--- config.mk ---
export PLATFORM = sky130hd
export DESIGN_NAME = mips_multicycle_ctrl
export DESIGN_NICKNAME = d
export VERILOG_FILES = /design/src/rtl/mips_ctrl_pkg.sv /design/src/rtl/mips_ctrl_outdec.sv /design/src/rtl/mips_multicycle_ctrl.sv
export SDC_FILE = /design/constraint.sdc
export NUM_CORES = 1
export LEC_CHECK = 0
export CELL_PAD_IN_SITES_DETAIL_PLACEMENT = 0
export CELL_PAD_IN_SITES_GLOBAL_PLACEMENT = 1
export CORE_MARGIN = 4
export CORE_UTILIZATION = 29
export CTS_CLUSTER_SIZE = 14
export DETAILED_ROUTE_END_ITERATION = 7
export PLACE_DENSITY = 0.82
export SLEW_MARGIN = 20
export SYNTH_ARGS = -nofsm -noshare
export SYNTH_HDL_FRONTEND = slang
export SYNTH_SLANG_ARGS = --single-unit
--- constraint.sdc ---
create_clock -name clk -period 1.5 [get_ports clk]
set_input_delay 0.3 -clock clk [delete_from_list [all_inputs] [get_ports clk]]
set_output_delay 0.3 -clock clk [all_outputs]
set_load 0.01 [all_outputs]
--- src/rtl/mips_ctrl_pkg.sv ---
// Shared constants for the multicycle MIPS main control FSM.
//   Opcode constants, ALUOp class codes and the 4-bit state encoding.
//   Optional feature macro: MIPS_CTRL_BNE_EN adds the BRANCH_NE state.
package mips_ctrl_pkg;

    localparam int unsigned OP_W     = 6;
    localparam int unsigned ALUOP_W  = 2;
    localparam int unsigned STATE_W  = 4;

    localparam logic [OP_W-1:0] OP_RTYPE = 6'h00;
    localparam logic [OP_W-1:0] OP_J     = 6'h02;
    localparam logic [OP_W-1:0] OP_BEQ   = 6'h04;
    localparam logic [OP_W-1:0] OP_BNE   = 6'h05;
    localparam logic [OP_W-1:0] OP_ADDI  = 6'h08;
    localparam logic [OP_W-1:0] OP_LW    = 6'h23;
    localparam logic [OP_W-1:0] OP_SW    = 6'h2B;

    localparam logic [ALUOP_W-1:0] ALUOP_ADD   = 2'b00;
    localparam logic [ALUOP_W-1:0] ALUOP_SUB   = 2'b01;
    localparam logic [ALUOP_W-1:0] ALUOP_FUNCT = 2'b10;

    // Explicit encodings; values 12..15 (13..15 with BNE) are unencoded.
    typedef enum logic [STATE_W-1:0] {
        S_FETCH    = 4'd0,
        S_DECODE   = 4'd1,
        S_MEMADR   = 4'd2,
        S_MEMRD    = 4'd3,
        S_MEMWB    = 4'd4,
        S_MEMWR    = 4'd5,
        S_EXECUTE  = 4'd6,
        S_ALUWB    = 4'd7,
        S_BRANCH   = 4'd8,
        S_ADDIEXEC = 4'd9,
        S_ADDIWB   = 4'd10,
        S_JUMP     = 4'd11
`ifdef MIPS_CTRL_BNE_EN
        , S_BRANCH_NE = 4'd12
`endif
    } state_t;

endpackage

--- src/rtl/mips_ctrl_outdec.sv ---
// Moore decode of the FSM state into datapath controls (purely combinational).
//   in : state
//   out: alu_op, alu_src_a, alu_src_b, pc_src, iord, reg_dst, mem_to_reg,
//        reg_write, branch, branch_ne, pc_write (unconditional PC write),
//        fetch (IR/PC write pending MemReady), mem_write_req (store pending).
//   Optional feature macro: MIPS_CTRL_BNE_EN.
module mips_ctrl_outdec
    import mips_ctrl_pkg::*;
(
    input  state_t      state,
    output logic [1:0]  alu_op,
    output logic        alu_src_a,
    output logic [1:0]  alu_src_b,
    output logic [1:0]  pc_src,
    output logic        iord,
    output logic        reg_dst,
    output logic        mem_to_reg,
    output logic        reg_write,
    output logic        branch,
    output logic        branch_ne,
    output logic        pc_write,
    output logic        fetch,
    output logic        mem_write_req
);

    // State-to-control table; everything defaults to 0 / 2'b00.
    always_comb begin
        alu_op        = ALUOP_ADD;
        alu_src_a     = 1'b0;
        alu_src_b     = 2'b00;
        pc_src        = 2'b00;
        iord          = 1'b0;
        reg_dst       = 1'b0;
        mem_to_reg    = 1'b0;
        reg_write     = 1'b0;
        branch        = 1'b0;
        branch_ne     = 1'b0;
        pc_write      = 1'b0;
        fetch         = 1'b0;
        mem_write_req = 1'b0;
        case (state)
            S_FETCH: begin
                alu_src_b = 2'b01;
                fetch     = 1'b1;
            end
            S_DECODE: alu_src_b = 2'b11;
            S_MEMADR, S_ADDIEXEC: begin
                alu_src_a = 1'b1;
                alu_src_b = 2'b10;
            end
            S_MEMRD: iord = 1'b1;
            S_MEMWB: begin
                mem_to_reg = 1'b1;
                reg_write  = 1'b1;
            end
            S_MEMWR: begin
                iord          = 1'b1;
                mem_write_req = 1'b1;
            end
            S_EXECUTE: begin
                alu_src_a = 1'b1;
                alu_op    = ALUOP_FUNCT;
            end
            S_ALUWB: begin
                reg_dst   = 1'b1;
                reg_write = 1'b1;
            end
            S_BRANCH: begin
                alu_src_a = 1'b1;
                alu_op    = ALUOP_SUB;
                pc_src    = 2'b01;
                branch    = 1'b1;
            end
`ifdef MIPS_CTRL_BNE_EN
            S_BRANCH_NE: begin
                alu_src_a = 1'b1;
                alu_op    = ALUOP_SUB;
                pc_src    = 2'b01;
                branch_ne = 1'b1;
            end
`endif
            S_ADDIWB: reg_write = 1'b1;
            S_JUMP: begin
                pc_src   = 2'b10;
                pc_write = 1'b1;
            end
            default: ;
        endcase
    end

endmodule

--- src/rtl/mips_multicycle_ctrl.sv ---
// Main control FSM for the multicycle MIPS datapath.
//   in : clk, reset (sync, active-high), Op, Zero, MemReady
//   out: ALUOp, ALUSrcA, ALUSrcB, PCSrc, IorD, MemWrite, IRWrite, RegWrite,
//        RegDst, MemtoReg, PCEn, Illegal (sticky undefined-opcode flag)
//   Parameters: ILLEGAL_TRAP, RESET_PC_WRITE.
//   Optional feature macro: MIPS_CTRL_BNE_EN (adds bne via BRANCH_NE).
module mips_multicycle_ctrl
    import mips_ctrl_pkg::*;
#(
    parameter int unsigned ILLEGAL_TRAP   = 1,
    parameter int unsigned RESET_PC_WRITE = 0
) (
    input  logic        clk,
    input  logic        reset,
    input  logic [5:0]  Op,
    input  logic        Zero,
    input  logic        MemReady,
    output logic [1:0]  ALUOp,
    output logic        ALUSrcA,
    output logic [1:0]  ALUSrcB,
    output logic [1:0]  PCSrc,
    output logic        IorD,
    output logic        MemWrite,
    output logic        IRWrite,
    output logic        RegWrite,
    output logic        RegDst,
    output logic        MemtoReg,
    output logic        PCEn,
    output logic        Illegal
);

    localparam logic TRAP_EN    = 1'(ILLEGAL_TRAP != 0);
    localparam logic PC_HOLD_EN = 1'(RESET_PC_WRITE != 0);

    state_t state;
    state_t state_nxt;
    logic   illegal_set;
    logic   illegal_q;
    logic   first_fetch;

    logic   dec_reg_write;
    logic   dec_branch;
    logic   dec_branch_ne;
    logic   dec_pc_write;
    logic   dec_fetch;
    logic   dec_mem_write_req;
    logic   run;
    logic   pc_hold;
    logic   pc_write;

    // State register, sticky Illegal and post-reset first-fetch marker.
    always_ff @(posedge clk) begin
        if (reset) begin
            state       <= S_FETCH;
            illegal_q   <= 1'b0;
            first_fetch <= 1'b1;
        end else begin
            state <= state_nxt;
            if (illegal_set && TRAP_EN)
                illegal_q <= 1'b1;
            if (state == S_FETCH && MemReady)
                first_fetch <= 1'b0;
        end
    end

    // Next-state logic; unencoded states fall back to FETCH.
    always_comb begin
        state_nxt   = S_FETCH;
        illegal_set = 1'b0;
        case (state)
            S_FETCH:  state_nxt = MemReady ? S_DECODE : S_FETCH;
            S_DECODE: begin
                case (Op)
                    OP_LW, OP_SW: state_nxt = S_MEMADR;
                    OP_RTYPE:     state_nxt = S_EXECUTE;
                    OP_BEQ:       state_nxt = S_BRANCH;
                    OP_ADDI:      state_nxt = S_ADDIEXEC;
                    OP_J:         state_nxt = S_JUMP;
`ifdef MIPS_CTRL_BNE_EN
                    OP_BNE:       state_nxt = S_BRANCH_NE;
`endif
                    default: begin
                        state_nxt   = S_FETCH;
                        illegal_set = 1'b1;
                    end
                endcase
            end
            S_MEMADR:   state_nxt = (Op == OP_LW) ? S_MEMRD : S_MEMWR;
            S_MEMRD:    state_nxt = MemReady ? S_MEMWB : S_MEMRD;
            S_MEMWR:    state_nxt = MemReady ? S_FETCH : S_MEMWR;
            S_EXECUTE:  state_nxt = S_ALUWB;
            S_ADDIEXEC: state_nxt = S_ADDIWB;
            default:    state_nxt = S_FETCH;
        endcase
    end

    mips_ctrl_outdec u_outdec (
        .state         (state),
        .alu_op        (ALUOp),
        .alu_src_a     (ALUSrcA),
        .alu_src_b     (ALUSrcB),
        .pc_src        (PCSrc),
        .iord          (IorD),
        .reg_dst       (RegDst),
        .mem_to_reg    (MemtoReg),
        .reg_write     (dec_reg_write),
        .branch        (dec_branch),
        .branch_ne     (dec_branch_ne),
        .pc_write      (dec_pc_write),
        .fetch         (dec_fetch),
        .mem_write_req (dec_mem_write_req)
    );

    // Strobes are forced low while reset is asserted so an abandoned
    // instruction cannot commit anything in the reset cycle.
    assign run      = ~reset;
    assign pc_hold  = PC_HOLD_EN & first_fetch;
    assign pc_write = run & (dec_pc_write | (dec_fetch & MemReady & ~pc_hold));

    assign IRWrite  = run & dec_fetch & MemReady;
    assign MemWrite = run & dec_mem_write_req & ~MemReady;
    assign RegWrite = run & dec_reg_write;
    assign PCEn     = pc_write
                    | (run & dec_branch    &  Zero)
                    | (run & dec_branch_ne & ~Zero);
    assign Illegal  = TRAP_EN & illegal_q;

endmodule
## After elaboration in Yosys (flattened, before gate mapping)

Index checks and enable logic that the tools add are counted.

| operators by class | value |
|---|---|
| $add $sub $neg | 0 |
| multiply operators | 0 |
| div/mod/pow operators | 0 |
| $lt $le $gt $ge | 0 |
| eq/ne operators | 16 |
| shifts and indexed selects | 0 |
| mux-type cells | 20 |
| bitwise gates (word level) | 13 |
| reductions and logical operators | 8 |

Operators with widths:

| operator | number |
|---|---|
| 4-bit case mux with 7 select lines | 1 |
| 4-bit case mux with 5 select lines | 1 |
| 4-bit by 3-bit == test with 1-bit output, second input constant | 4 |
| 4-bit == test, second input constant | 4 |
| 6-bit == test, second input constant | 2 |
| 1-bit 2-to-1 mux | 12 |
| 1-bit bitwise AND | 9 |
| 3-bit 2-to-1 mux | 3 |
| 4-bit by 2-bit == test with 1-bit output, second input constant | 2 |
| 2-bit case mux with 2 select lines | 2 |
| 6-bit by 2-bit == test with 1-bit output, second input constant | 1 |
| 6-bit by 3-bit == test with 1-bit output, second input constant | 1 |
| 6-bit by 4-bit == test with 1-bit output, second input constant | 1 |
| 6-bit zero test | 1 |
| 2-bit case mux with 3 select lines | 1 |
| 2-bit OR reduction | 3 |
| 6-bit OR reduction | 1 |
| 4-bit by 1-bit == test with 1-bit output, second input constant | 1 |
| 4-bit zero test | 1 |
| 4-bit OR reduction | 1 |
| 3-bit OR reduction | 1 |
| 1-bit inverter | 2 |
| 1-bit bitwise OR | 2 |

| storage, ports and cells | value |
|---|---|
| register bits after elaboration | 5 |
| latch bits | 0 |
| bits in writable memories | 0 |
| ROM bits | 0 |
| input port bits | 10 |
| output and inout bits | 15 |
| logic and storage cells | 59 |
| memories kept | 0 |

## Depth between registers and ports, before layout

Gate-level depths: netlist of the first run.

| depth | value |
|---|---|
| depth in word-level cells | 6 |
| gate-level depth with buffers | 6 |
| gate-level depth less buffers | 4 |

## Cells and area by module

A second synthesis of the first run with hierarchy kept.

| unflattened totals | value |
|---|---|
| cells, all modules | 85 |
| area, all modules | 631.9 µm² |

By module, submodules not included:

| module | instances | cells an instance | area an instance (µm²) | sequential area each (µm²) |
|---|---|---|---|---|
| mips_multicycle_ctrl | 1 | 58 | 457.9 | 100.1 |
| mips_ctrl_outdec | 1 | 27 | 173.9 | 0.0 |

## Worst setup path after synthesis of the first run

Ideal clock, no wire load.

| path | value |
|---|---|
| kind | flip-flop to output port |
| from | register state[0] |
| to | output PCEn |
| arrival time | 1.130 ns |
| required time | 1.200 ns |
| setup slack | 0.070 ns |
| cell stages (with the launch flop) | 6 |
| path buffers | 1 |
| cell sequence | dfxtp_1 > buf_6 > nand2_2 > a21boi_1 > mux2_2 > nor3_2 |

| between the ends | value |
|---|---|
| longest elaborated chain between the ends | 6 |
| elaborated cells on any way between the ends | 12 |
| classes of those cells | eq/ne: 2; mux: 3; bitwise: 6; reduce/logical: 1 |

Ends and longest elaborated chain:

| what | line | text |
|---|---|---|
| start: declaration | mips_multicycle_ctrl.sv:35 | `state_t state;` |
| start signal: assignment | mips_multicycle_ctrl.sv:58 | `state <= state_nxt;` |
| 4-bit zero test | mips_ctrl_outdec.sv:41 | `case (state)` |
| 1-bit 2-to-1 mux | mips_ctrl_outdec.sv:41 |  |
| 1-bit bitwise AND | mips_multicycle_ctrl.sv:118 | `assign pc_write = run & (dec_pc_write \| (dec_fetch & MemReady & ~pc_hold));` |
| 1-bit bitwise OR | mips_multicycle_ctrl.sv:118 |  |
| 1-bit bitwise AND | mips_multicycle_ctrl.sv:118 |  |
| 1-bit bitwise OR (*) | mips_multicycle_ctrl.sv:124 | `\| (run & dec_branch & Zero)` |
| end: declaration | mips_multicycle_ctrl.sv:28 | `output logic PCEn,` |

Mark *: on every way between the ends. The rest lies on a longest branch, timed or not.

## Worst setup path in the final report of the first run

| path | value |
|---|---|
| from | register state[1] |
| to | output PCEn |

Same word-level chain as after synthesis.

==> out/results.ini, run 1 <==
[clock_tree]
cts_buffer_depth = 2
clock-sinks = 5
insertion_delay_ns = 0.24
cts_max_level = 1
cts_tree = done
clk_pin_slew_ns = 0.04
cts-root-buf = clkbuf_4
ctsHoldBuffers = 0
cts_made_buffers = 3

[die]
die_x_um = 54.0
die_h_um = 54.0
die-area_mm2 = 0.00292
num_io_pins = 25
core-area_mm2 = 0.00198
start_util_pct = 31.0
placementRows = 16

[sta]
relSlewSlack_pct = 76.5
setup_tns_ns = -0.253
rsz0062_at_grt = true
worstMarginPinSlew_ns = 0.352
layout_min_cycle_time_ns = 1.63
hold_viol_final = 0
setup_slack_ns = -0.128
clock.fmax_mhz = 614
slew_violations = 0
clock-skew-final_ns = 0.00333
whs_ns = 0.469
min_period_over_period_pct = 109
finalSetupViolCount = 5

[pwr]
pwr-share-clk_pct = 33.1
internal_power_w = 0.000334
powerDensity_mw_per_mm2 = 395
swShare_pct = 29.3
ir_drop_mv = 0.418
power_switching_w = 0.000139
pwr-share-comb_pct = 37.0
leakagePower_nw = 0.578
power.share.sequential_pct = 29.9

[outcome]
failed_checks = negative setup slack
status = complete, but fails checks

[route]
wirelength_mm = 2.26
firstDrtPassIters = 4
vias = 838
ant_nets = 0
drt_iter0_markers = 7
drc_errors = 0
viasPerCell = 4.90
wl_per_cell_um = 13.2

[setup_path]
arrival_ns = 1.33
reg2reg_to = state[2]
critical_path_class = reg2out
startpoint_type = register
r2r_start = state[1]
cp-end-kind = primary output
r2r_cells = 7
crit_end = PCEn
worstPathRequired_ns = 1.20
reg2reg_slack_ns = 0.08
path_max_fanout = 5
crit_path_start = state[1]

[synthesis]
synth.area.top_cells = dfxtp_1, nor2_1, buf_6, nand2_1, xor2_1
synth_edf_count = 0
avgSynthCellArea_um2 = 7.23
synth_seq_cells = 5
synthFlopType = dfxtp_1
netlist.top_cell.by_area = dfxtp_1
syn_nets = 95
async_flop_share_pct = 0
yosysWarnings = 0
synth_cells = 85
synth_top_area_share_pct = 16.3
synth.distinct_cells = 41
syn-cell-area_um2 = 614
ys_seq_area_share_pct = 16.3

[placed_design]
place_area_mm2 = 0.00108
pre_cts_slack_ns = -0.622
io_buffers = 24
gp_congestion = 0.808
place_hpwl_mm = 1.63

[global_routing]
grt_max_degree = 9
overflow = 0
antenna_found_initial = 0
grt_pass1_vias = 795
grt_pass1_wl_mm = 3.51
track_usage_pct = 16.3

[layout]
finalNetCount = 155
areaGrowthSynthToFinish_pct = 95.1
layout_common_cells = buf_4, buf_2, nor2_1
fill_cells = 169
diodes = 0
regArea_um2 = 113
drive_above_1_share_pct = 58.3
multi_input_area_um2 = 544
final_cell_area_mm2 = 0.00120
final_util_pct = 60.5
mostFrequentLayoutCell = buf_4

[job]
maxCapViolCount = 0

[worst_hold_path]
hold_class = reg2reg

[state kept, by name, indices dropped and copies added, names as in the netlist]
signal,flops
state,4
Illegal,1
[Yosys cell counts (2+ instances only)]
master,n
nor4_1,2
nand2b_1,3
a21oi_1,4
nand3_1,2
nand2_1,8
buf_2,3
and3_1,2
dfxtp_1,5
buf_6,3
xor2_1,3
nor3_2,2
o21ai_0,2
nor3_1,5
nor2_1,14
[cells by family (layout without fill, tap and decap cells)]
group | after synthesis | in the layout | synth area share [%]
flops | 5 | 5 | 16.3
mux | 2 | 2 | 3.46
compound gates | 20 | 20 | 23.6
simple gates | 46 | 46 | 41.8
buf+inv | 8 | 67 | 9.16
xor+xnor | 4 | 4 | 5.70
[through the flow]
step | total power, W | cells
2_1_floorplan | 0.000211 | 85
3_3_place_gp | 0.000303 | 162
3_5_place_dp | 0.000306 | 162
4_1_cts | 0.000464 | 168
5_1_grt | 0.000505 | 171
6_report | 0.000473 | 171
[layer usage]
layer | track usage (%) | vias up | routed length, µm
met5 | 0 | - | 0
met4 | 1.24 | 0 | 7
met3 | 4.16 | 2 | 113
met2 | 29.4 | 21 | 1130
met1 | 19.9 | 389 | 1010
li1 | - | 426 | -
[worst max-delay path: stages, from the launching register on]
cell and delay [ns]:
dfxtp_4 0.39, nand2_2 0.07, a21boi_1 0.12, mux2_2 0.26, nor3_2 0.09, buf_2 0.15
[layout make-up]
| cell class | instances | area share [%] |
|---|---|---|
| timing repair buffer | 61 | 39.6 |
| inverter | 2 | 0.626 |
| tap | 27 | 2.82 |
| sequential | 5 | 9.39 |
| clock buffer | 4 | 2.19 |
| multi-input combinational | 72 | 45.4 |
[worst min-delay path by stage]
stage	startpoint	to	slack, ns	cells past startpoint
finish	Illegal	Illegal	0.47	1
global placement	Illegal	Illegal	0.46	1
CTS	Illegal	Illegal	0.47	1
floorplan	Op[1]	state[2]	0.49	3
detailed placement	Illegal	Illegal	0.46	1
global route	Illegal	Illegal	0.52	1
[timing repair]
| action | in CTS | in global routing |
|---|---|---|
| pin swaps | 2 | 0 |
| setup buffers | 2 | 3 |
| resized for setup | 73 | 18 |
| endpoints found under the setup margin | 14 | 14 |
[power groups by stage]
stage | registers, W | clock network [W] | logic, W
floorplan | 0.000146 | 0 | 0.0000650
global placement | 0.000145 | 0 | 0.000157
detailed placement | 0.000146 | 0 | 0.000160
CTS | 0.000141 | 0.000162 | 0.000161
global route | 0.000142 | 0.000174 | 0.000190
finish | 0.000141 | 0.000157 | 0.000175
No activity file was read; power rests on OpenSTA's default activity.
==> run 2, diff against run 1 <==
--- a/config.mk
+++ b/config.mk
@@ -11,7 +11,7 @@
 export CORE_UTILIZATION = 29
 export CTS_CLUSTER_SIZE = 14
 export DETAILED_ROUTE_END_ITERATION = 7
-export PLACE_DENSITY = 0.82
+export PLACE_DENSITY_LB_ADDON = 0.1
 export SLEW_MARGIN = 20
 export SYNTH_ARGS = -nofsm -noshare
 export SYNTH_HDL_FRONTEND = slang
==> constraint.sdc (replaced) <==
create_clock -name clk -period 1.6 [get_ports clk]
set_input_delay 0.32 -clock clk [delete_from_list [all_inputs] [get_ports clk]]
set_output_delay 0.32 -clock clk [all_outputs]
set_load 0.01 [all_outputs]
==> run 2 against run 1 <==
The flow still finishes with violations (negative setup slack); worst setup slack gained 0.037 ns; non-clock buffer count fell by 1; clock power down 8%; die area did not move; first-iteration DRC count shrank 29%; sequential share of layout area shrank 0.10 points; critical endpoint unchanged.
==> out/results.ini, run 2 (synthesis gave the netlist of run 1 again) <==
[route]
vias = 788
wl_per_cell_um = 11.4
ant_nets = 0
firstDrtPassIters = 2
wirelength_mm = 1.94
viasPerCell = 4.64
drc_errors = 0
drt_iter0_markers = 5

[sta]
min_period_over_period_pct = 106
clock.fmax_mhz = 591
setup_slack_ns = -0.0913
finalSetupViolCount = 2
worstMarginPinSlew_ns = 0.377
clock-skew-final_ns = 0.00502
setup_tns_ns = -0.101
slew_violations = 0
rsz0062_at_grt = true
relSlewSlack_pct = 74.8
hold_viol_final = 0
whs_ns = 0.473
layout_min_cycle_time_ns = 1.69

[global_routing]
grt_max_degree = 11
grt-busiest-layer = met2
antenna_found_initial = 0
overflow = 0
grt_use_met3_pct = 4.99
met2_usage_pct = 26.6
track_usage_pct = 14.3
grt_pass1_vias = 714
use_met1_pct = 16.6
grt_pass1_wl_mm = 3.04

[pwr]
powerDensity_mw_per_mm2 = 381
power_switching_w = 0.000125
pwr-share-comb_pct = 38.1
power.share.sequential_pct = 29.6
internal_power_w = 0.000321
pwr-share-clk_pct = 32.3
p_total_w = 0.000446
swShare_pct = 28.1
ir_drop_mv = 0.498
leakagePower_nw = 0.550

[clock_tree]
cts_made_buffers = 3
cts_buffer_depth = 2
ctsHoldBuffers = 0
clk_pin_slew_ns = 0.04
clock-sinks = 5
cts_tree = done
cts_max_level = 1
cts-root-buf = clkbuf_4
insertion_delay_ns = 0.24

[setup_path]
slowest_delay_ns = 0.35
worst_path_max_delay_cell = dfxtp_4
worstPathRequired_ns = 1.28
cp-end-kind = primary output
cp_top_family = flip-flops
critical_path_class = reg2out
path_max_fanout = 4
arrival_ns = 1.37
critPathBufInv = 2
path_cells = buf_12 -> nor2_4 -> a21boi_1 -> mux2_2 -> nor3_2 -> buf_2
startpoint_type = register

[layout]
fill_cells = 186
largest_reg_flops = 4
finalNetCount = 154
final_cell_area_mm2 = 0.00117
layout_common_cells = buf_4, nor2_1, clkdlybuf4s50_1, buf_2, nand2_1
diodes = 0
regArea_um2 = 109
multi_input_area_um2 = 523
final_util_pct = 59.1
top_register = state
mostFrequentLayoutCell = buf_4
areaGrowthSynthToFinish_pct = 90.6
drive_above_1_share_pct = 50.3

[die]
num_io_pins = 25
die_x_um = 54.0
die_h_um = 54.0
core-area_mm2 = 0.00198
die-area_mm2 = 0.00292
start_util_pct = 31.0
placementRows = 16

[placed_design]
gp_congestion = 0.833
place_area_mm2 = 0.00108
io_buffers = 24
place_hpwl_mm = 1.54

[job]
maxCapViolCount = 0

[outcome]
status = complete, but fails checks
failed_checks = negative setup slack

[worst_hold_path]
hold_class = reg2reg

## run 2: cell types whose count changed in the layout (fill, tap and decap cells not counted), sizes merged
cell / delta
clkbuf: +3
clkdlybuf4s50: +1
dlygate4sd2: -1
clkdlybuf4s15: +2
buf: -6
## run 2: path summary, 6_finish.rpt
kind,endpoint,depth (start not counted),startpoint,slack (ns)
worst min-delay path,Illegal,1,Illegal,0.47
worst max register to register,state[3],8,state[0],0.16
worst max-delay path,PCEn,6,state[0],-0.09
worst min register to register,Illegal,1,Illegal,0.47
## run 2: power groups by stage
stage	clock network (W)	registers, W	logic [W]
finish	0.000144	0.000132	0.000170
global route	0.000167	0.000132	0.000186
CTS	0.000149	0.000132	0.000160
detailed placement	0	0.000136	0.000156
global placement	0	0.000136	0.000154
floorplan	0	0.000136	0.0000610
## run 2: timing repair
item / CTS / global route
pin swaps: 4 / 5
cloned: 0 / 0
setup endpoints to repair: 14 / 11
buffers inserted: 1 / 4
gates resized for setup: 50 / 19
## run 2: metrics by stage
stage,setup WS (ns),instances
2_1_floorplan,0.150,85
3_3_place_gp,-0.467,161
3_5_place_dp,-0.489,161
4_1_cts,-0.115,166
5_1_grt,-0.186,170
6_report,-0.0913,170
## run 2: layer usage
metal / vias up / share of wire [%]
met5: - / 0
met4: 0 / 0
met3: 0 / 7.6
met2: 19 / 51
met1: 346 / 41
li1: 423 / -
## run 2: layout make-up
cell class              count  share of cell area [%]
flip-flops and latches      5                    9.29
repair buffers             60                    40.3
inverters                   2                   0.641
well taps                  27                    2.88
clock buffers               4                    2.24
multi-input cells          72                    44.7
## run 2: worst reg2reg max path, stage by stage (launching register included)
cell      delay (ns)
dfxtp_4         0.36
buf_12          0.11
buf_4           0.12
nand2b_4        0.08
buf_4           0.14
buf_4           0.12
a21oi_1         0.16
o21ai_2         0.12
nor3_2          0.17
